`config.mk`:
```
export PLATFORM = sky130hd
export DESIGN_NAME = apu_slew_scheduler
export DESIGN_NICKNAME = d
export VERILOG_FILES = /design/src/rtl/apu_slew_pkg.sv /design/src/rtl/apu_slew_step.sv /design/src/rtl/apu_slew_scheduler.sv
export SDC_FILE = /design/constraint.sdc
export NUM_CORES = 1
export LEC_CHECK = 0
export ABC_CLOCK_PERIOD_IN_PS = 20600
export BUFFER_PORTS_ARGS = -buffer_cell sky130_fd_sc_hd__clkbuf_2
export CORE_MARGIN = 4
export CORE_UTILIZATION = 55
export CTS_CLUSTER_SIZE = 25
export DETAILED_ROUTE_END_ITERATION = 16
export GPL_TIMING_DRIVEN = 0
export HOLD_SLACK_MARGIN = 0.1
export PLACE_DENSITY = 0.7
export SLEW_MARGIN = 20
export SYNTH_ARGS = -nofsm -noshare
export SYNTH_HDL_FRONTEND = slang
export SYNTH_SLANG_ARGS = --single-unit
```
`constraint.sdc`:
```
create_clock -name clk -period 20.6 [get_ports clk]
set_clock_uncertainty 0.05 [all_clocks]
set_input_delay 5.15 -clock clk [delete_from_list [all_inputs] [get_ports clk]]
set_output_delay 5.15 -clock clk [all_outputs]
set_load 0.01 [all_outputs]
```
`src/rtl/apu_slew_pkg.sv`:
```
// apu_slew_pkg: shared FSM state type and field widths for the APU slew scheduler
package apu_slew_pkg;
  localparam int SPEED_W = 16;
  localparam int DIV_W = 16;
  typedef enum logic [1:0] {IDLE, SWEEP, DONE} state_e;
endpackage

```
`src/rtl/apu_slew_step.sv`:
```
// apu_slew_step: combinational slew step for one channel, shared across the sweep
module apu_slew_step import apu_slew_pkg::*; #(
  parameter int SIGNAL_WIDTH = 16
) (
  input  logic signed [SIGNAL_WIDTH-1:0] cur_i,
  input  logic signed [SIGNAL_WIDTH-1:0] target_i,
  input  logic signed [SPEED_W-1:0]      speed_i,
  input  logic        [DIV_W-1:0]        div_i,
  output logic signed [SIGNAL_WIDTH-1:0] cur_o,
  output logic        [DIV_W-1:0]        div_o
);
  // wide enough for the signed delta and for -(-32768) as a positive divisor
  localparam int CW = SIGNAL_WIDTH + 1 > SPEED_W + 1 ? SIGNAL_WIDTH + 1 : SPEED_W + 1;
  logic signed [CW-1:0] cur_x, tgt_x, spd_x, delta, mag, n, stepped;
  logic up, zero, neg, pos, reach, fire;
  always_comb begin
    cur_x = CW'(cur_i);
    tgt_x = CW'(target_i);
    spd_x = CW'(speed_i);
    delta = tgt_x - cur_x;
    up = !delta[CW-1];
    mag = up ? delta : -delta;
    n = -spd_x;
    zero = speed_i == '0;
    neg = speed_i[SPEED_W-1];
    pos = !neg && !zero;
    reach = mag <= spd_x;
    fire = {{(CW-DIV_W){1'b0}}, div_i} == n - CW'(1);
    stepped = cur_x + (up ? spd_x : -spd_x);
    div_o = neg ? (fire ? '0 : div_i + DIV_W'(1)) : div_i;
    cur_o = zero || (pos && reach) ? target_i
          : pos ? stepped[SIGNAL_WIDTH-1:0]
          : neg && fire && delta != '0 ? (up ? cur_i + SIGNAL_WIDTH'(1) : cur_i - SIGNAL_WIDTH'(1))
          : cur_i;
  end
endmodule

```
`src/rtl/apu_slew_scheduler.sv`:
```
// apu_slew_scheduler: per-channel slew controller, one channel stepped per cycle on each sample tick
module apu_slew_scheduler import apu_slew_pkg::*; #(
  parameter int CHANNELS = 4,
  parameter int SIGNAL_WIDTH = 16,
  localparam int IW = CHANNELS > 1 ? $clog2(CHANNELS) : 1
) (
  input  logic                             clk,
  input  logic                             rstn,
  input  logic                             sample_tick,
  input  logic                             cfg_valid,
  output logic                             cfg_ready,
  input  logic [IW-1:0]                    cfg_channel,
  input  logic [SIGNAL_WIDTH-1:0]          cfg_target,
  input  logic [SPEED_W-1:0]               cfg_speed,
  output logic [CHANNELS*SIGNAL_WIDTH-1:0] o_signal,
  output logic                             busy,
  output logic                             sweep_done,
  output logic                             overrun
);
  state_e state_q, state_d;
  logic [IW-1:0] idx_q, idx_d;
  logic overrun_q, cfg_fire;
  logic signed [SIGNAL_WIDTH-1:0] cur_q [CHANNELS];
  logic signed [SIGNAL_WIDTH-1:0] target_q [CHANNELS];
  logic signed [SPEED_W-1:0] speed_q [CHANNELS];
  logic [DIV_W-1:0] div_q [CHANNELS];
  logic signed [SIGNAL_WIDTH-1:0] step_cur;
  logic [DIV_W-1:0] step_div;
  always_ff @(posedge clk)
    if (!rstn) begin
      state_q <= IDLE;
      idx_q <= '0;
    end else begin
      state_q <= state_d;
      idx_q <= idx_d;
    end
  always_comb begin
    state_d = state_q == IDLE ? (sample_tick ? SWEEP : IDLE)
            : state_q == SWEEP ? (32'(idx_q) == CHANNELS - 1 ? DONE : SWEEP)
            : IDLE;
    idx_d = state_q == SWEEP ? idx_q + IW'(1) : '0;
  end
  always_comb begin
    busy = state_q != IDLE;
    sweep_done = state_q == DONE;
    cfg_ready = state_q != SWEEP;
    overrun = overrun_q;
  end
  always_comb
    for (int k = 0; k < CHANNELS; k++) o_signal[k*SIGNAL_WIDTH +: SIGNAL_WIDTH] = cur_q[k];
  // out-of-range channels complete the handshake but write nothing
  assign cfg_fire = cfg_valid && cfg_ready && 32'(cfg_channel) < CHANNELS;
  apu_slew_step #(.SIGNAL_WIDTH(SIGNAL_WIDTH)) u_step (
    .cur_i    (cur_q[idx_q]),
    .target_i (target_q[idx_q]),
    .speed_i  (speed_q[idx_q]),
    .div_i    (div_q[idx_q]),
    .cur_o    (step_cur),
    .div_o    (step_div)
  );
  always_ff @(posedge clk)
    if (!rstn) begin
      overrun_q <= 1'b0;
      for (int k = 0; k < CHANNELS; k++) begin
        cur_q[k] <= '0;
        target_q[k] <= '0;
        speed_q[k] <= '0;
        div_q[k] <= '0;
      end
    end else begin
      overrun_q <= sample_tick && state_q != IDLE;
      if (cfg_fire) begin
        target_q[cfg_channel] <= cfg_target;
        speed_q[cfg_channel] <= cfg_speed;
        div_q[cfg_channel] <= '0;
      end
      if (state_q == SWEEP) begin
        cur_q[idx_q] <= step_cur;
        div_q[idx_q] <= step_div;
      end
    end
endmodule
```
# --- Yosys cells after proc, flatten, opt, wreduce, memory -nomap -nowiden ---
# Memories as Yosys holds them, arrays and structs flattened. A register that Yosys moved wholly into a read port is not among the register bits.
# Cells that the tools add are included.
op_classes:
  muxes: 38
  add_sub_neg: 9
  n_reduce_logical: 19
  n_lt_le_gt_ge: 1
  eq_ne: 5
ops:
  columns: ["operator", "n"]
  rows:
  - ["16-bit 2-to-1 mux", 12]
  - ["16-bit OR reduction", 5]
  - ["16-bit by 1-bit adder with 16-bit output, second input constant", 2]
  - ["2-bit 2-to-1 mux", 12]
  - ["16-bit by 17-bit == test with 1-bit output", 1]
  - ["17-bit by 16-bit <= comparator with 1-bit output", 1]
  - ["17-bit 2-to-1 mux", 1]
  - ["16-bit negation with 17-bit output", 1]
  - ["17-bit negation", 1]
  - ["17-bit nonzero test", 1]
  - ["16-bit by 16-bit subtractor with 17-bit output", 1]
  - ["17-bit by 1-bit subtractor with 17-bit output, second input constant", 1]
  - ["16-bit adder", 1]
  - ["16-bit logical NOT", 1]
  - ["16-bit by 1-bit subtractor with 16-bit output, second input constant", 1]
  - ["1-bit 2-to-1 mux", 13]
  - ["1-bit logical AND", 6]
  - ["2-bit == test, second input constant", 2]
  - ["2-bit by 1-bit adder with 2-bit output, second input constant", 1]
  - ["2-bit by 1-bit == test with 1-bit output, second input constant", 1]
  - ["1-bit logical NOT", 2]
  - ["2-bit logical NOT", 1]
  - ["2-bit by 1-bit inequality test with 1-bit output, second input constant", 1]
  - ["2-bit AND reduction", 1]
  - ["2 further kinds", 2]
totals:
  ramBits: 256
  inputBits: 38
  memories: 4
  wordCells: 79
  output_inout_bits: 68
  reg_bits: 5
mem_list:
  columns: ["name", "depth", "width", "rd", "rd_ports_with_merged_regs", "write_ports", "line_no", "text"]
  rows:
  - ["cur_q", 4, 16, 5, 1, 4, "apu_slew_scheduler.sv:23", "logic signed [SIGNAL_WIDTH-1:0] cur_q [CHANNELS];"]
  - ["div_q", 4, 16, 1, 1, 4, "apu_slew_scheduler.sv:26", "logic [DIV_W-1:0] div_q [CHANNELS];"]
  - ["speed_q", 4, 16, 1, 1, 4, "apu_slew_scheduler.sv:25", "logic signed [SPEED_W-1:0] speed_q [CHANNELS];"]
  - ["target_q", 4, 16, 1, 1, 4, "apu_slew_scheduler.sv:24", "logic signed [SIGNAL_WIDTH-1:0] target_q [CHANNELS];"]

# --- Logic depth before layout (Yosys ltp) ---
logic_depth:
  word_depth: 9
  ltp_mapped: 35
  depth_no_buf: 27

# --- Cells and area by module ---
# A second synthesis with hierarchy kept.
hier_totals:
  hier_cells: 1449
  hier_area_um2: 16549.6
by_module_without_submodules:
  columns: ["module", "area_each_um2", "instances", "cells_each", "seq_area_each_um2"]
  rows:
  - ["apu_slew_scheduler", 11338.4, 1, 690, 7787.5]
  - ["apu_slew_step", 5211.2, 1, 759, 0.0]

# --- Worst setup path after synthesis ---
# OpenSTA, ideal clock, no wires.
synth_path:
  kind: "reg2reg"
  start: "register idx_q[0]"
  end: "memory cur_q[3][3], data pin"
  synth_period_minus_slack_ns: 9.138
  setup_time_ns: 0.272
  path_slack_ns: 11.462
  path_stages_with_launch: 31
  arrival_time_ns: 8.816
  t_required_ns: 20.278
  path_cell_list: "dfxtp_1 buf_4 buf_4 buf_1 buf_2 clkbuf_1 clkbuf_1 clkbuf_1 mux4_2 ha_1 o21a_1 o31a_1 o31ai_1 a211oi_1 o2111a_1 o41a_1 o22ai_1 clkbuf_1 clkbuf_1 nand2_1 xnor2_1 ha_1 nand3_1 or2_2 o41a_1 nand2_1 o211ai_1 o21ai_1 clkbuf_1 mux2i_1 a211oi_1"
synth_rtl:
  columns: ["item", "line_no", "text"]
  rows:
  - ["from (decl)", "apu_slew_scheduler.sv:21", "logic [IW-1:0] idx_q, idx_d;"]
  - ["from (signal assigned)", "apu_slew_scheduler.sv:35", "idx_q <= idx_d;"]
  - ["to (decl)", "apu_slew_scheduler.sv:23", null]

==> flow_metrics.env <==
export IMPL_gp_congestion=0.971
export IMPL_startpoint_type="register"
export IMPL_post_cts_buffers=0
export IMPL_vias=12402
export IMPL_yosysUniqueCellTypes=81
export IMPL_syn_to_final_growth_pct=12.4
export IMPL_critPathMostFrequentCell="clkbuf_1"
export IMPL_grt_overflow=0
export IMPL_core_region_area_um2=29000
export IMPL_cts_hold_buffers_added=0
export IMPL_whs_ns=0.427
export IMPL_crit_path_top_delay_cell="buf_1"
export IMPL_n_antenna_cell=0
export IMPL_cts_root_buf="clkbuf_16"
export IMPL_clockBufferDepth=3
export IMPL_fmax_ghz=0.0815
export IMPL_netlist_area_um2=16300
export IMPL_relSlewSlack=0.179
export IMPL_grt_use_total=0.273
export IMPL_synth_seq_cells=261
export IMPL_path_delay_family="buffers and inverters"
export IMPL_antenna_found_initial=0
export IMPL_period_needed_ns=12.27
export IMPL_drtPass1Iterations=6
export IMPL_grt_pass1_wl_um=69500
export IMPL_drc=0
export IMPL_slowest_delay_ns=0.74
export IMPL_total_power_mw=1.60
export IMPL_synthFlopType="edfxtp_1"
export IMPL_netlist_top_cells_count="256 x edfxtp_1, 138 x nor2_1, 107 x and2_1"
export IMPL_outcome="finished clean"
export IMPL_synth_most_common_cell="edfxtp_1"
export IMPL_final_util=0.632
export IMPL_die_area_um2=32500
export IMPL_htreeDepth=1
export IMPL_leakage_nw=6.94
export IMPL_tightest_slew_ns=1.22
export IMPL_timing_rr_start="idx_q[1]"
export IMPL_cts_tree="yes"
export IMPL_synthTopCellsByArea="edfxtp_1 47%, mux4_2 8.6%, ha_1 5.1%, and2_1 4.1%, xnor2_1 3.6%"
export IMPL_crit_type="register to register"
export IMPL_synth_largest_area_cell="edfxtp_1"
export IMPL_post_drt_wl_per_cell_um=22.7
export IMPL_grt_pass1_vias=12306
export IMPL_routed_wl_um=45100
export IMPL_setup_tns_ns=0
export IMPL_clkLatencyLatePin_ns=0.54
export IMPL_synth_top_area_share=0.471
export IMPL_cp_end_kind="register"
export IMPL_worstPathRequired_ns=20.79
export IMPL_setup_viol=0
export IMPL_start_util=0.562
export IMPL_cts_buffers=27
export IMPL_yosysWarningCount=0
export IMPL_fin_crit_sh=0.596
export IMPL_cts_resized=0
export IMPL_power_density_nw_per_um2=87.0
export IMPL_hold_path_class="register to register"
export IMPL_ir_worst_vdd_uv=71.9
export IMPL_grt_setup_unrepaired="false"
export IMPL_num_rows=62
export IMPL_ys_seq_area_frac=0.478
export IMPL_crit_arrival_ns=12.46
export IMPL_hpwlAfterDp_um=34000
export IMPL_placed_cell_area_um2=17500
export IMPL_synth_edf_count=256
export IMPL_nets=1691
export IMPL_vias_per_cell=6.24
export IMPL_path_buf_inv=10
export IMPL_syn_nets=1549
export IMPL_synthCells=1441
export IMPL_die_x_um=180
export IMPL_avgSynthCellArea_um2=11.3
export IMPL_layout_drive_gt1_share=0.161
export IMPL_fin_area_um2=18300
export IMPL_hold_viol=0
export IMPL_drv_slew=0
export IMPL_synthArstFlopShare=0
export IMPL_io_pins=106
export IMPL_grt_max_degree=26
export IMPL_hp_start="state_q[1]"
export IMPL_die_y_um=180
export IMPL_port_buffers=104
export IMPL_antenna_left=0
export IMPL_path_clk_slew_ns=0.06
export IMPL_cp_max_fo=23
export IMPL_drtIter0Drc=1217
export IMPL_maxCapViolations=0
export IMPL_cts_sinks=261
export IMPL_fillers=2360
export IMPL_startpoint="idx_q[1]"
sequential cells by signal, indices dropped and copies added, names as in the netlist:
signal / count
idx_q: 2
speed_q: 64
overrun: 1
cur_q: 64
state_q: 2
div_q: 64
target_q: 64
cells by family after synthesis:
group	share of synthesized area
AO/OA/AOI/OAI	0.115
XOR/XNOR	0.0551
adder cells (fa/ha/maj)	0.0551
buffers and inverters	0.0318
flip-flops	0.478
multiplexers	0.100
AND/OR/NAND/NOR	0.166
per-layer routing:
layer | GRT usage | share of wire | up-vias
met5 | 0 | 0 | -
met4 | 0.0656 | 0.026 | 0
met3 | 0.0549 | 0.091 | 75
met2 | 0.443 | 0.47 | 501
met1 | 0.382 | 0.41 | 6110
li1 | - | - | 5716
metrics by stage:
stage / setup WS [ns] / cells
global placement: 8.35 / 1929
finish: 8.33 / 1988
floorplan: 11.46 / 1441
CTS: 8.51 / 1988
detailed placement: 8.57 / 1938
global route: 7.68 / 1988
cells in the final DEF (no fill, tap or decap), types with 8 or more instances in the layout:
cell       count
a211oi_1      26
a21o_1        19
a21oi_1       60
a31oi_1       12
and2_1       107
and3_1        37
clkbuf_1      57
clkbuf_16     27
clkbuf_2     106
edfxtp_1     256
ha_1          67
inv_1         62
mux2i_1       15
mux4_2        62
nand2_1       86
nand3_1       25
nand4_1        9
nor2_1       138
nor2b_1       17
nor3_1        30
nor3b_1        9
nor4_1        10
o211ai_1      11
o21a_1        21
o21ai_0       42
o31ai_1        8
or2_2          8
or3_1         12
or4_1          8
xnor2_1       67
xor2_1        33
report_power, final:
| part | total (mW) | leakage, nW | internal [mW] | switching, mW |
|---|---|---|---|---|
| Sequential | 0.628 | 2.69 | 0.618 | 0.0105 |
| Combinational | 0.517 | 3.84 | 0.199 | 0.318 |
| Clock | 0.450 | 0.406 | 0.251 | 0.199 |
| Total | 1.60 | 6.94 | 1.07 | 0.527 |
final timing paths:
check	to	slack, ns	cells after the start
max	cur_q[1][15]	8.33	32
max reg2reg	cur_q[1][15]	8.33	32
min reg2reg	state_q[0]	0.43	1
min	state_q[0]	0.43	1
layout make-up:
| type | instances | area (µm²) | area share |
|---|---|---|---|
| timing repair buffer | 113 | 674 | 0.0368 |
| sequential | 261 | 7790 | 0.425 |
| tap | 384 | 480 | 0.0262 |
| clock inverter | 15 | 75.1 | 0.00410 |
| multi-input combinational | 1048 | 8060 | 0.439 |
| buffer | 69 | 285 | 0.0156 |
| inverter | 63 | 236 | 0.0129 |
| clock buffer | 35 | 736 | 0.0401 |
(Power assumes the default switching activity.)
